$ cat src/rtl/pipe_cmd_issuer_pkg.sv
// Shared definitions for the pipeline command issuer: field widths,
// bubble opcode, issuer FSM states and the packed command record.
package pipe_cmd_pkg;

    localparam int REG_W  = 5;
    localparam int FUNC_W = 4;
    localparam int ADDR_W = 32;
    localparam int DATA_W = 32;

    // Opcode the processor treats as a no-op; driven on bubble cycles.
    localparam logic [FUNC_W-1:0] NOP_FUNC_DEFAULT = 4'hF;

    typedef enum logic [1:0] {
        IDLE  = 2'd0,
        RUN   = 2'd1,
        DRAIN = 2'd2
    } state_t;

    // One host command as queued and issued (51 bits).
    typedef struct packed {
        logic [REG_W-1:0]  rs1;
        logic [REG_W-1:0]  rs2;
        logic [REG_W-1:0]  rd;
        logic [FUNC_W-1:0] func;
        logic [ADDR_W-1:0] addr;
    } cmd_t;

    localparam int CMD_W = $bits(cmd_t);

endpackage

$ cat src/rtl/pipe_cmd_issuer_fifo.sv
// Command FIFO: DEPTH entries of cmd_t with registered full/empty flags.
// Read data is the head entry, valid whenever empty is low.
module cmd_fifo
    import pipe_cmd_pkg::*;
#(
    parameter int DEPTH = 8
) (
    input  logic clk,
    input  logic reset,
    input  logic push,
    input  logic pop,
    input  cmd_t wr_data,
    output cmd_t rd_data,
    output logic full,
    output logic empty
);

    localparam int AW = $clog2(DEPTH);
    localparam int CW = AW + 1;

    cmd_t          mem [DEPTH];
    logic [AW-1:0] wr_ptr;
    logic [AW-1:0] rd_ptr;
    logic [CW-1:0] count;
    logic [CW-1:0] count_nxt;
    logic          do_push;
    logic          do_pop;

    assign do_push = push && !full;
    assign do_pop  = pop && !empty;
    assign rd_data = mem[rd_ptr];

    // Post-update occupancy; flags are registered from this value.
    always_comb begin
        count_nxt = count;
        unique case ({do_push, do_pop})
            2'b10:   count_nxt = count + CW'(1);
            2'b01:   count_nxt = count - CW'(1);
            default: count_nxt = count;
        endcase
    end

    // Pointer, occupancy and flag registers.
    always_ff @(posedge clk or posedge reset) begin
        if (reset) begin
            wr_ptr <= '0;
            rd_ptr <= '0;
            count  <= '0;
            full   <= 1'b0;
            empty  <= 1'b1;
        end else begin
            if (do_push) wr_ptr <= wr_ptr + AW'(1);
            if (do_pop)  rd_ptr <= rd_ptr + AW'(1);
            count <= count_nxt;
            full  <= (count_nxt == CW'(DEPTH));
            empty <= (count_nxt == '0);
        end
    end

    // Storage array; contents are don't-care until written.
    always_ff @(posedge clk) begin
        if (do_push) mem[wr_ptr] <= wr_data;
    end

endmodule

$ cat src/rtl/pipe_cmd_issuer.sv
// Initiator side of the processor command interface: queues host commands,
// issues one per clock (or a bubble), and tags each issue through a
// LATENCY-deep pipe so the matching mem_out can be captured on retirement.
module pipe_cmd_issuer
    import pipe_cmd_pkg::*;
#(
    parameter int                DEPTH    = 8,
    parameter int                LATENCY  = 4,
    parameter logic [FUNC_W-1:0] NOP_FUNC = NOP_FUNC_DEFAULT,
    parameter int                CNT_W    = 16
) (
    input  logic              clk,
    input  logic              reset,
    input  logic              go,
    input  logic              in_valid,
    output logic              in_ready,
    input  logic [REG_W-1:0]  in_rs1,
    input  logic [REG_W-1:0]  in_rs2,
    input  logic [REG_W-1:0]  in_rd,
    input  logic [FUNC_W-1:0] in_func,
    input  logic [ADDR_W-1:0] in_addr,
    output logic [REG_W-1:0]  rs1,
    output logic [REG_W-1:0]  rs2,
    output logic [REG_W-1:0]  rd,
    output logic [FUNC_W-1:0] func,
    output logic [ADDR_W-1:0] addr,
    input  logic [DATA_W-1:0] mem_out,
    output logic              res_valid,
    output logic [REG_W-1:0]  res_rd,
    output logic [ADDR_W-1:0] res_addr,
    output logic [DATA_W-1:0] res_data,
    output logic              busy,
    output logic [CNT_W-1:0]  issued_cnt,
    output logic [CNT_W-1:0]  retired_cnt
);

    typedef struct packed {
        logic              v;
        logic [REG_W-1:0]  rd;
        logic [ADDR_W-1:0] addr;
    } tag_t;

    state_t state;
    state_t state_nxt;
    cmd_t   in_cmd;
    cmd_t   head;
    logic   fifo_full;
    logic   fifo_empty;
    logic   push;
    logic   pop;
    logic   tag_busy;
    tag_t   tag_pipe [LATENCY];

    assign in_cmd   = {in_rs1, in_rs2, in_rd, in_func, in_addr};
    assign in_ready = !fifo_full;
    assign push     = in_valid && in_ready;
    assign busy     = (state != IDLE) || !fifo_empty;

    cmd_fifo #(
        .DEPTH (DEPTH)
    ) u_fifo (
        .clk     (clk),
        .reset   (reset),
        .push    (push),
        .pop     (pop),
        .wr_data (in_cmd),
        .rd_data (head),
        .full    (fifo_full),
        .empty   (fifo_empty)
    );

    // Any command still travelling through the processor pipeline.
    always_comb begin
        tag_busy = 1'b0;
        for (int unsigned i = 0; i < LATENCY; i++) begin
            tag_busy = tag_busy | tag_pipe[i].v;
        end
    end

    // FSM state register.
    always_ff @(posedge clk or posedge reset) begin
        if (reset) state <= IDLE;
        else       state <= state_nxt;
    end

    // Next-state and pop decision; dropping go in RUN suppresses that cycle's pop.
    always_comb begin
        state_nxt = state;
        pop       = 1'b0;
        unique case (state)
            IDLE: begin
                if (go) state_nxt = RUN;
            end
            RUN: begin
                if (!go) state_nxt = DRAIN;
                else     pop       = !fifo_empty;
            end
            DRAIN: begin
                if (go)             state_nxt = RUN;
                else if (!tag_busy) state_nxt = IDLE;
            end
            default: state_nxt = IDLE;
        endcase
    end

    // Issue register: popped command, or a bubble that keeps addr.
    always_ff @(posedge clk or posedge reset) begin
        if (reset) begin
            rs1  <= '0;
            rs2  <= '0;
            rd   <= '0;
            func <= NOP_FUNC;
            addr <= '0;
        end else if (pop) begin
            rs1  <= head.rs1;
            rs2  <= head.rs2;
            rd   <= head.rd;
            func <= head.func;
            addr <= head.addr;
        end else begin
            rs1  <= '0;
            rs2  <= '0;
            rd   <= '0;
            func <= NOP_FUNC;
        end
    end

    // Tag pipe: one stage per processor pipeline cycle.
    always_ff @(posedge clk or posedge reset) begin
        if (reset) begin
            for (int unsigned i = 0; i < LATENCY; i++) begin
                tag_pipe[i] <= '0;
            end
        end else begin
            tag_pipe[0] <= '{v: pop, rd: head.rd, addr: head.addr};
            for (int unsigned i = 1; i < LATENCY; i++) begin
                tag_pipe[i] <= tag_pipe[i-1];
            end
        end
    end

    // Result capture when the oldest tag reaches the end of the pipe.
    always_ff @(posedge clk or posedge reset) begin
        if (reset) begin
            res_valid <= 1'b0;
            res_rd    <= '0;
            res_addr  <= '0;
            res_data  <= '0;
        end else begin
            res_valid <= tag_pipe[LATENCY-1].v;
            if (tag_pipe[LATENCY-1].v) begin
                res_rd   <= tag_pipe[LATENCY-1].rd;
                res_addr <= tag_pipe[LATENCY-1].addr;
                res_data <= mem_out;
            end
        end
    end

    // Wrapping issue/retire counters.
    always_ff @(posedge clk or posedge reset) begin
        if (reset) begin
            issued_cnt  <= '0;
            retired_cnt <= '0;
        end else begin
            if (pop)                    issued_cnt  <= issued_cnt + CNT_W'(1);
            if (tag_pipe[LATENCY-1].v)  retired_cnt <= retired_cnt + CNT_W'(1);
        end
    end

endmodule
$ cat config.mk
export PLATFORM = sky130hd
export DESIGN_NAME = pipe_cmd_issuer
export DESIGN_NICKNAME = d
export VERILOG_FILES = /design/src/rtl/pipe_cmd_issuer_pkg.sv /design/src/rtl/pipe_cmd_issuer_fifo.sv /design/src/rtl/pipe_cmd_issuer.sv
export SDC_FILE = /design/constraint.sdc
export NUM_CORES = 1
export LEC_CHECK = 0
export ABC_AREA = 1
export BUFFER_PORTS_ARGS = -buffer_cell sky130_fd_sc_hd__buf_2
export CAP_MARGIN = 20
export CORE_ASPECT_RATIO = 0.5
export CORE_UTILIZATION = 43
export DETAILED_ROUTE_END_ITERATION = 10
export GPL_TIMING_DRIVEN = 0
export PLACE_DENSITY = 0.69
export SETUP_SLACK_MARGIN = 0.15
export SLEW_MARGIN = 40
export SYNTH_ARGS = -nofsm -noshare
export SYNTH_HDL_FRONTEND = slang
export SYNTH_HIERARCHICAL = 1
export SYNTH_SLANG_ARGS = --single-unit
$ cat constraint.sdc
create_clock -name clk -period 12 [get_ports clk]
set_input_delay 0.6 -clock clk [delete_from_list [all_inputs] [get_ports clk]]
set_output_delay 0.6 -clock clk [all_outputs]
set_load 0.02 [all_outputs]
==> summary.txt, run 1 <==
Clock tree
  • Clock Path Buffers: 3
  • Setup Buffers After CTS: 0
  • TritonCTS Sinks: 727
  • Post-CTS Hold Buffers: 1
  • Root buffer cell: clkbuf_16
  • Post-CTS Resized: 0
  • Clk_lat worst skew: 0.60 ns
  • Depth of the CTS H-tree: 3
  • Clock buffers created by TritonCTS: 67
  • TritonCTS clock tree: built
  • Clk pin slew, worst setup/hold paths: 0.06 ns

Layout
  • Register area: 0.0202 mm2
  • Post-Route Utilization: 0.525
  • # nets final: 2535
  • Area occupied by multi-input gates: 0.00543 mm2
  • Share of cells above drive strength 1: 0.184
  • Area Growth Syn to Fin: 19.3%
  • Fin cells: 3309
  • Layout filler cell count: 4905

Timing
  • Slew @ Worst Pin: 0.744 ns
  • # setup viols final: 0
  • Final setup TNS: 0 ns
  • WHS: 0.204 ns
  • Normalized max-slew margin: 0.504
  • Max Slew Vio Count: 0
  • Hold Vio Cnt, Final: 0
  • Fin crit share: 0.240
  • Final setup margin: 9.12 ns
  • RSZ-0062 raised after global routing: false
  • Fmax achieved: 0.348 GHz
  • Minimum clock period: 2.88 ns
  • Fin Clk Skew: 0.0188 ns

Setup path
  • CP endpoint kind: flip-flop
  • CP peak stage delay: 0.43 ns
  • Critical Path Fanout Max: 11
  • Worst path arrival time: 3.39 ns
  • Critical-path top delay cell: dfrtp_1
  • Crit-path cells: inv_1, nand2_1, nor2_1, buf_4, buf_6, inv_1, nor2_4, nand3_1, nand2_1, inv_1, ha_1, nand2_1, o21ai_0, nor2_1, nand3_1, nor2_1
  • Worst Path Required: 12.52 ns
  • CP Class: reg -> reg
  • Setup crit start kind: flip-flop

Logic synthesis
  • Synth top area share: 0.464
  • Mapped Area: 0.0264 mm2
  • Warnings, synthesis: 6
  • Number of flops mapped to enable cells by yosys: 408
  • Avg Cell Area, Syn: 12.6 um2
  • Largest cells by area after synthesis: edfxtp_1 (46%), dfrtp_1 (30%), nor2_1 (5.8%)
  • Synth cell types: 30
  • Mapped Nets: 2194
  • Cell count after synthesis: 2101
  • Ys async rst share: 0.439
  • Main synth FF type: edfxtp_1
  • Area leader, netlist: edfxtp_1
  • Flops & latches, synth: 727
  • Post-synthesis sequential area ratio: 0.766

Die
  • Initial Utilization: 0.440
  • Die X: 353 um
  • Core area: 0.0600 mm2
  • IO Count: 242
  • Site Rows: 63
  • DIE AREA: 0.0625 mm2
  • Die height: 177 um

Route
  • Routed Antenna Nets: 0
  • Post-Route WL: 63000 um
  • DRT iter0 DRCs: 1581
  • DRT Pass-1 Iters: 5
  • Vias/cell: 5.14
  • # DRC: 0
  • Via count: 16997
  • WL/cell: 19.1 um

Placed design
  • Post-DP HPWL: 41900 um
  • Routability cong.: 0.820
  • Pre-CTS WS: 9.03 ns
  • Port Buffers: 241
  • Dpl cells: 3184

Global routing
  • Antenna violations before repair: 7
  • Tot GR Track Use: 0.200
  • Total grt overflow: 0
  • Largest net degree at the start of global routing: 87
  • Global-route wire length before repair: 95500 um
  • Vias in the first global route: 16380

Power
  • Pwr/cell area: 254 mW/mm2
  • IR drop worst, VDD: 122 uV
  • Leakage: 13.0 nW

Run status
  • Status: finished clean

Min path
  • Min-Delay Path Class: in -> reg

Job
  • Max Cap Violations: 0
[state kept, by name (all words and copies together) (netlist names), 16 cells and up]
name and count:
u_fifo/mem 408, tag_pipe 152, issued_cnt 16, retired_cnt 16, addr 32, res_data 32
res_addr 32
[path summary, 6_finish.rpt]
path | slack, ns | end | depth (start not counted) | start
worst max-delay path | 9.12 | u_fifo/full | 16 | state[1]
worst min-delay path | 0.20 | res_data[21] | 3 | mem_out[21]
worst max register to register | 9.12 | u_fifo/full | 16 | state[1]
worst min register to register | 0.34 | tag_pipe[22] | 0 | tag_pipe[60]
max in group asynchronous | 10.46 | tag_pipe[131] | 5 | reset
min in group asynchronous | 0.49 | rd[0] | 3 | reset
[critical path: cells and delay by family, from the launching register on]
family	cells	cell delay (ns)
simple gates	9	1.25
compound gates	1	0.11
buf+inv	5	0.74
fa+ha+maj	1	0.27
flops	1	0.43
[report_power, final]
part / internal [mW] / leakage [nW] / switching, mW
registers: 3.32 / 7.57 / 0.238
clock network: 1.15 / 1.05 / 0.919
logic: 0.722 / 4.36 / 1.65
total: 5.20 / 13.0 / 2.81
[metrics by stage]
stage / cell area, um2 / total power, mW
after floorplan: 26400 / 4.98
after global placement: 28600 / 5.82
after detailed placement: 29400 / 5.95
after CTS: 31500 / 8.04
after global routing: 31500 / 8.40
final: 31500 / 8.01
[routing by layer]
metal | wire length, um | part of all wire | vias to the layer above | GRT usage
met2 | 31500 | 0.50 | 645 | 0.344
met3 | 4590 | 0.073 | 110 | 0.0349
li1 | - | - | 7836 | -
met5 | 27 | 0.00043 | - | 0
met1 | 25500 | 0.41 | 8402 | 0.260
met4 | 1390 | 0.022 | 4 | 0.0611
[cell usage after synthesis (3+ instances only)]
| master | n |
|---|---|
| buf_6 | 12 |
| nor2_1 | 409 |
| a21oi_1 | 3 |
| xor2_1 | 12 |
| nand4_1 | 6 |
| or2_2 | 5 |
| nand3_1 | 23 |
| dfstp_2 | 5 |
| buf_2 | 30 |
| inv_2 | 3 |
| inv_1 | 56 |
| nand3b_1 | 5 |
| clkbuf_1 | 48 |
| nand2_1 | 404 |
| nor2_2 | 3 |
| xnor2_1 | 11 |
| o21ai_1 | 16 |
| buf_4 | 11 |
| nor2_4 | 5 |
| dfrtp_1 | 314 |
| a31oi_1 | 51 |
| o21ai_0 | 195 |
| edfxtp_1 | 408 |
| ha_1 | 6 |
| o22ai_1 | 51 |
[logic make-up after synthesis]
| kind of cell | count (synthesis) | synth area share |
|---|---|---|
| flip-flops | 727 | 0.766 |
| buffers and inverters | 163 | 0.0307 |
| AO/OA/AOI/OAI | 316 | 0.0647 |
| AND/OR/NAND/NOR | 866 | 0.128 |
| XOR/XNOR | 23 | 0.00762 |
| adder cells (fa/ha/maj) | 6 | 0.00284 |
[cell usage in the layout, fill, tap and decap left out, types with 6 or more instances in the layout]
cell type / netlist / layout
inv_1: 56 / 55
clkbuf_1: 48 / 67
xnor2_1: 11 / 11
nor2_4: 5 / 13
nand3_1: 23 / 23
edfxtp_1: 408 / 408
buf_16: 0 / 18
o21ai_0: 195 / 195
clkbuf_16: 0 / 69
buf_8: 2 / 14
xor2_1: 12 / 12
a31oi_1: 51 / 51
nand2_1: 404 / 404
buf_6: 12 / 12
nor2_1: 409 / 401
clkinv_2: 0 / 12
ha_1: 6 / 6
o21ai_1: 16 / 16
o22ai_1: 51 / 51
dfrtp_1: 314 / 314
buf_2: 30 / 271
buf_4: 11 / 11
nand4_1: 6 / 6
clkbuf_8: 0 / 10
[final cells by class]
type / instances / area share
antenna: 2 / 0.000159
clock inverter: 24 / 0.00584
tap: 812 / 0.0322
timing repair buffer: 272 / 0.0600
sequential: 727 / 0.642
multi-input combinational: 1211 / 0.172
inverter: 60 / 0.00762
clock buffer: 98 / 0.0614
buffer: 103 / 0.0183
Note: power is estimated with default switching activity, not from simulation.
==> inputs of run 2 (changes only) <==
Settings changed: ABC_AREA 1 to 0.
Clock period 12 ns to 2.8 ns, I/O delays scaled along.
==> run 2 against run 1 <==
Register-to-register slack got worse by 9.1 ns; clock-buffer cell count fell by 9; total power rose to 4.2 times the previous value; via count is 25% lower; non-clock buffer count is 64 higher; sequential cell count unchanged; critical path type unchanged; largest cell class unchanged; highest routed layer is now met4.
==> summary.txt, run 2 <==
Route
  • DRT iter0 DRCs: 893
  • WL/cell: 20.8 um
  • Vias/cell: 5.00
  • Post-Route WL: 52900 um
  • Routed Antenna Nets: 0
  • # DRC: 0
  • Via count: 12724
  • DRT Pass-1 Iters: 5

Logic synthesis
  • Main synth FF type: edfxtp_1
  • Top post-synthesis cells by count: edfxtp_1 (408), dfrtp_1 (314), nand2_1 (124)
  • Area leader, netlist: edfxtp_1
  • Post-synthesis sequential area ratio: 0.789
  • Most common cell in the netlist: edfxtp_1
  • Cell count after synthesis: 1270
  • Largest cells by area after synthesis: edfxtp_1 (48%), dfrtp_1 (31%), mux4_2 (9.0%)
  • Avg Cell Area, Syn: 20.2 um2
  • Mapped Area: 0.0256 mm2
  • Mapped Nets: 1363
  • Number of flops mapped to enable cells by yosys: 408
  • Synth top area share: 0.478
  • Ys async rst share: 0.439
  • Warnings, synthesis: 6
  • Flops & latches, synth: 727
  • Synth cell types: 49

Setup path
  • Worst Reg-to-Reg Cells: 14
  • Worst r2r dst: u_fifo/full
  • Worst path bufs/invs: 4
  • CP endpoint kind: flip-flop
  • Worst Path Required: 3.35 ns
  • Crit-path cells: nand4bb_1, buf_6, inv_8, buf_12, nand2b_4, inv_4, nand2_4, xnor2_2, ha_2, a21oi_2, or3_4, a2111o_1, a31o_1, nor2b_2
  • Setup crit start kind: flip-flop
  • CP peak stage delay: 0.60 ns
  • CP Class: reg -> reg
  • Worst path arrival time: 3.33 ns
  • Critical-path top delay cell: dfstp_2
  • FF-to-FF setup slack: 0.02 ns
  • Family with the most delay on the worst path: simple AND/OR/NAND/NOR gates
  • R2r startpoint: u_fifo/empty
  • Critical Path Fanout Max: 4

Global routing
  • Tot GR Track Use: 0.178
  • Antenna violations before repair: 2
  • Global-route wire length before repair: 81800 um
  • Total grt overflow: 0
  • Largest net degree at the start of global routing: 26
  • Vias in the first global route: 13663

Timing
  • Fin Clk Skew: 0.0393 ns
  • Hold Vio Cnt, Final: 0
  • RSZ-0062 raised after global routing: true
  • Slew @ Worst Pin: 0.853 ns
  • Minimum clock period: 2.78 ns
  • Fmax achieved: 0.360 GHz
  • Final setup margin: 0.0213 ns
  • Normalized max-slew margin: 0.432
  • Fin crit share: 0.992
  • Max Slew Vio Count: 0
  • # setup viols final: 0

Die
  • DIE AREA: 0.0607 mm2
  • Die height: 175 um
  • Core area: 0.0582 mm2
  • IO Count: 242
  • Initial Utilization: 0.441
  • Die X: 347 um
  • Site Rows: 62

Layout
  • Layout filler cell count: 4393
  • Max FFs per register: 408
  • Most flops, register: u_fifo/mem
  • Most common cell after layout, fill and taps aside: edfxtp_1
  • Most frequent cells in the layout: edfxtp_1 (408), dfrtp_1 (314), buf_2 (253)
  • Post-Route Utilization: 0.551
  • Area Growth Syn to Fin: 25.1%
  • Share of cells above drive strength 1: 0.394
  • Area occupied by multi-input gates: 0.00525 mm2
  • Register area: 0.0202 mm2
  • Leading registers by flop count: u_fifo/mem (408), tag_pipe (152)
  • # nets final: 1816

Clock tree
  • Clk pin slew, worst setup/hold paths: 0.07 ns
  • Depth of the CTS H-tree: 2
  • Clk_lat worst skew: 0.63 ns
  • Clock buffers created by TritonCTS: 61
  • TritonCTS clock tree: built
  • Root buffer cell: clkbuf_16
  • Clock Path Buffers: 3
  • TritonCTS Sinks: 727

Power
  • Final Power: 33.5 mW
  • IR drop worst, VDD: 666 uV
  • Pwr/cell area: 1050 mW/mm2
  • Leakage: 12.6 nW

Job
  • Max Cap Violations: 0

Placed design
  • Pre-CTS WS: -0.329 ns
  • Post-DP HPWL: 35300 um
  • Routability cong.: 0.756
  • Port Buffers: 241

Run status
  • Status: finished clean

Min path
  • Min-Delay Path Class: in -> async
==> run 2: through the flow <==
| stage | TNS [ns] | instances | hold WS (ns) | area (um2) |
|---|---|---|---|---|
| 2_1_floorplan | -432.07 | 1270 | 0.00398 | 25700 |
| 3_3_place_gp | -1208.23 | 2279 | 0.220 | 27900 |
| 3_5_place_dp | -0.612 | 2332 | 0.183 | 29000 |
| 4_1_cts | 0 | 2543 | 0.0542 | 32100 |
| 5_1_grt | -0.102 | 2545 | 0.0939 | 32100 |
| 6_report | 0 | 2545 | 0.0866 | 32100 |
==> run 2: layout make-up <==
class,instances,area share
clock buffer,89,0.0578
buffer,49,0.00831
multi-input combinational,484,0.164
timing repair buffer,390,0.0997
clock inverter,27,0.00796
tap,768,0.0300
sequential,727,0.631
antenna,1,0.0000780
inverter,10,0.00160
==> run 2: kinds of logic after synthesis <==
| group | share of synthesized area |
|---|---|
| mux | 0.143 |
| compound gates | 0.00268 |
| fa+ha+maj | 0.00293 |
| simple gates | 0.0393 |
| flops | 0.789 |
| xor+xnor | 0.0129 |
| buf+inv | 0.00985 |
==> run 2: worst max-delay path by stage <==
stage                     cells past startpoint  slack [ns]          from            to
final                                        14        0.02  u_fifo/empty   u_fifo/full
after global routing                         14       -0.07  u_fifo/empty   u_fifo/full
after CTS                                    14        0.01  u_fifo/empty   u_fifo/full
after detailed placement                     14       -0.33  u_fifo/empty   u_fifo/full
after global placement                        2       -3.23         reset  res_data[16]
after floorplan                               1       -1.42         reset       addr[0]
==> run 2: timing repair <==
item                       CTS  global route
hold buffers                85             0
setup endpoints to repair   61            34
hold endpoints to repair   484             0
buffers inserted            10             1
pin swaps                    8             4
resized for setup           22             7
gates cloned                 0             0
==> run 2: where the power goes <==
| part | internal [mW] | total [mW] | leakage, nW | switching [mW] |
|---|---|---|---|---|
| logic | 4.22 | 9.39 | 3.95 | 5.16 |
| registers | 14.4 | 15.4 | 7.55 | 1.06 |
| clock network | 4.84 | 8.70 | 1.06 | 3.86 |
| total | 23.5 | 33.5 | 12.6 | 10.1 |
==> run 2: worst min-delay path, cell delays in order <==
cell and delay (ns):
dlygate4sd3_1 0.54, buf_2 0.14, clkinvlp_4 0.31
==> run 2: routing by layer <==
layer  track usage  part of all wire  vias to the layer above
li1              -                 -                     5717
met1         0.229              0.41                     6714
met2         0.320              0.53                      228
met3        0.0287             0.038                       65
met4        0.0358             0.016                        0
met5             0                 0                        -
==> inputs of run 3 (changes only) <==
Settings changed: BUFFER_PORTS_ARGS -buffer_cell sky130_fd_sc_hd__buf_2 to unset, DONT_BUFFER_PORTS set to 1, PLACE_DENSITY 0.69 to 0.66.
==> run 3 against run 2 <==
Register-to-register slack about the same; worst setup slack worse by 0.0077 ns; global-route usage shrank 0.34 points.
==> summary.txt, run 3 (synthesis gave the netlist of run 2 again) <==
Route
  • Vias/cell: 5.19
  • Via count: 11936
  • DRT Pass-1 Iters: 5
  • Routed Antenna Nets: 0
  • DRT iter0 DRCs: 905
  • M1 wire length: 20700 um
  • Met3 WL post-DR: 2580 um
  • DR WL met2: 27700 um
  • Highest routed metal layer: met5
  • Post-Route WL: 52200 um
  • # DRC: 0
  • WL/cell: 22.7 um

Setup path
  • CP endpoint kind: flip-flop
  • Critical Path Fanout Max: 5
  • Worst Path Required: 3.35 ns
  • CP Class: reg -> reg
  • Setup crit start kind: flip-flop
  • Worst path arrival time: 3.34 ns

Timing
  • Hold Vio Cnt, Final: 0
  • # setup viols final: 0
  • Fin crit share: 0.995
  • RSZ-0062 raised after global routing: true
  • Max Slew Vio Count: 0
  • Fin Clk Skew: 0.0189 ns
  • Minimum clock period: 2.79 ns
  • Normalized max-slew margin: 0.417
  • Fmax achieved: 0.359 GHz
  • Final setup margin: 0.0136 ns
  • Slew @ Worst Pin: 0.875 ns

Power
  • Pwr/cell area: 1060 mW/mm2
  • IR drop worst, VDD: 572 uV
  • Final Power: 32.5 mW
  • Leakage: 11.4 nW

Die
  • Die X: 347 um
  • Site Rows: 62
  • DIE AREA: 0.0607 mm2
  • Initial Utilization: 0.441
  • Die height: 175 um
  • Core area: 0.0582 mm2
  • IO Count: 242

Layout
  • # nets final: 1571
  • Leading registers by flop count: u_fifo/mem (408), tag_pipe (152)
  • Max FFs per register: 408
  • Most frequent cells in the layout: edfxtp_1 (408), dfrtp_1 (314), nand2_1 (123)
  • Share of cells above drive strength 1: 0.289
  • Most flops, register: u_fifo/mem
  • Most common cell after layout, fill and taps aside: edfxtp_1
  • Area Growth Syn to Fin: 19.7%

Clock tree
  • Clock Path Buffers: 3
  • Root buffer cell: clkbuf_16
  • TritonCTS Sinks: 727
  • Clk_lat worst skew: 0.62 ns
  • TritonCTS clock tree: built
  • Depth of the CTS H-tree: 2
  • Clk pin slew, worst setup/hold paths: 0.07 ns
  • Clock buffers created by TritonCTS: 61

Min path
  • Min-Delay Path Class: in -> async

Placed design
  • Routability cong.: 0.750
  • Port Buffers: 0
  • Post-DP HPWL: 34100 um
  • Pre-CTS WS: -0.359 ns

Global routing
  • Vias in the first global route: 12878
  • Antenna violations before repair: 3
  • Tot GR Track Use: 0.174
  • Total grt overflow: 0
  • Global-route wire length before repair: 78800 um
  • Largest net degree at the start of global routing: 30

Job
  • Max Cap Violations: 0

Run status
  • Status: finished clean
## run 3: worst max-delay path, cell delays in order, from the launching register on
cell	delay, ns
dfstp_2	0.60
nand4bb_4	0.18
buf_6	0.14
inv_8	0.04
buf_12	0.13
nand2b_4	0.08
inv_4	0.05
nand2_4	0.06
xnor2_2	0.11
ha_2	0.21
a21oi_2	0.04
or3_4	0.34
a2111o_1	0.37
a31o_1	0.25
nor2_1	0.10
## run 3: final cells by class
cell class / count / area, um2
repair buffers: 145 / 1890
inverters: 10 / 51.3
fillers: 4444 / 27500
flip-flops and latches: 727 / 20200
multi-input cells: 484 / 5270
diodes: 1 / 2.50
clock buffers: 87 / 1770
clock inverters: 27 / 240
plain buffers: 49 / 267
well taps: 768 / 961
## run 3: final timing paths
kind                                    start            end  slack, ns  cells after the start
worst max register to register   u_fifo/empty   u_fifo/empty       0.01                     14
worst min-delay path                    reset    u_fifo/full       0.05                      2
worst max-delay path             u_fifo/empty   u_fifo/empty       0.01                     14
min in group clk                  mem_out[31]   res_data[31]       0.22                      2
worst min register to register  tag_pipe[141]  tag_pipe[103]       0.35                      0
max in group asynchronous               reset   res_data[18]       1.33                      9
## run 3: report_power, final
group	internal [mW]	leakage, nW	switching, mW
clock	4.69	0.991	3.74
sequential	14.4	7.55	2.48
combinational	3.59	2.88	3.61
## run 3: layer usage
metal | global-route usage | vias to the layer above
li1 | - | 5207
met1 | 0.217 | 6341
met5 | 0 | -
met4 | 0.0538 | 2
met3 | 0.0329 | 87
met2 | 0.310 | 299
## run 3: timing repair
item,4_1_cts,5_1_grt
gates resized for setup,21,10
setup buffers,7,3
setup endpoints to repair,61,56
pin swaps,6,6
hold buffers,87,0
hold endpoints to repair,541,0
## run 3: stage by stage
step	instances	hold slack, ns	instance area, um2	setup TNS, ns	util
finish	2298	0.0474	30700	0	0.527
global route	2298	0.0494	30700	-0.132	0.527
CTS	2294	0.0146	30600	0	0.527
detailed placement	2086	-0.0858	27600	-0.910	0.475
global placement	2038	0.0718	26700	-1072.41	0.459
floorplan	1270	0.00398	25700	-432.07	-
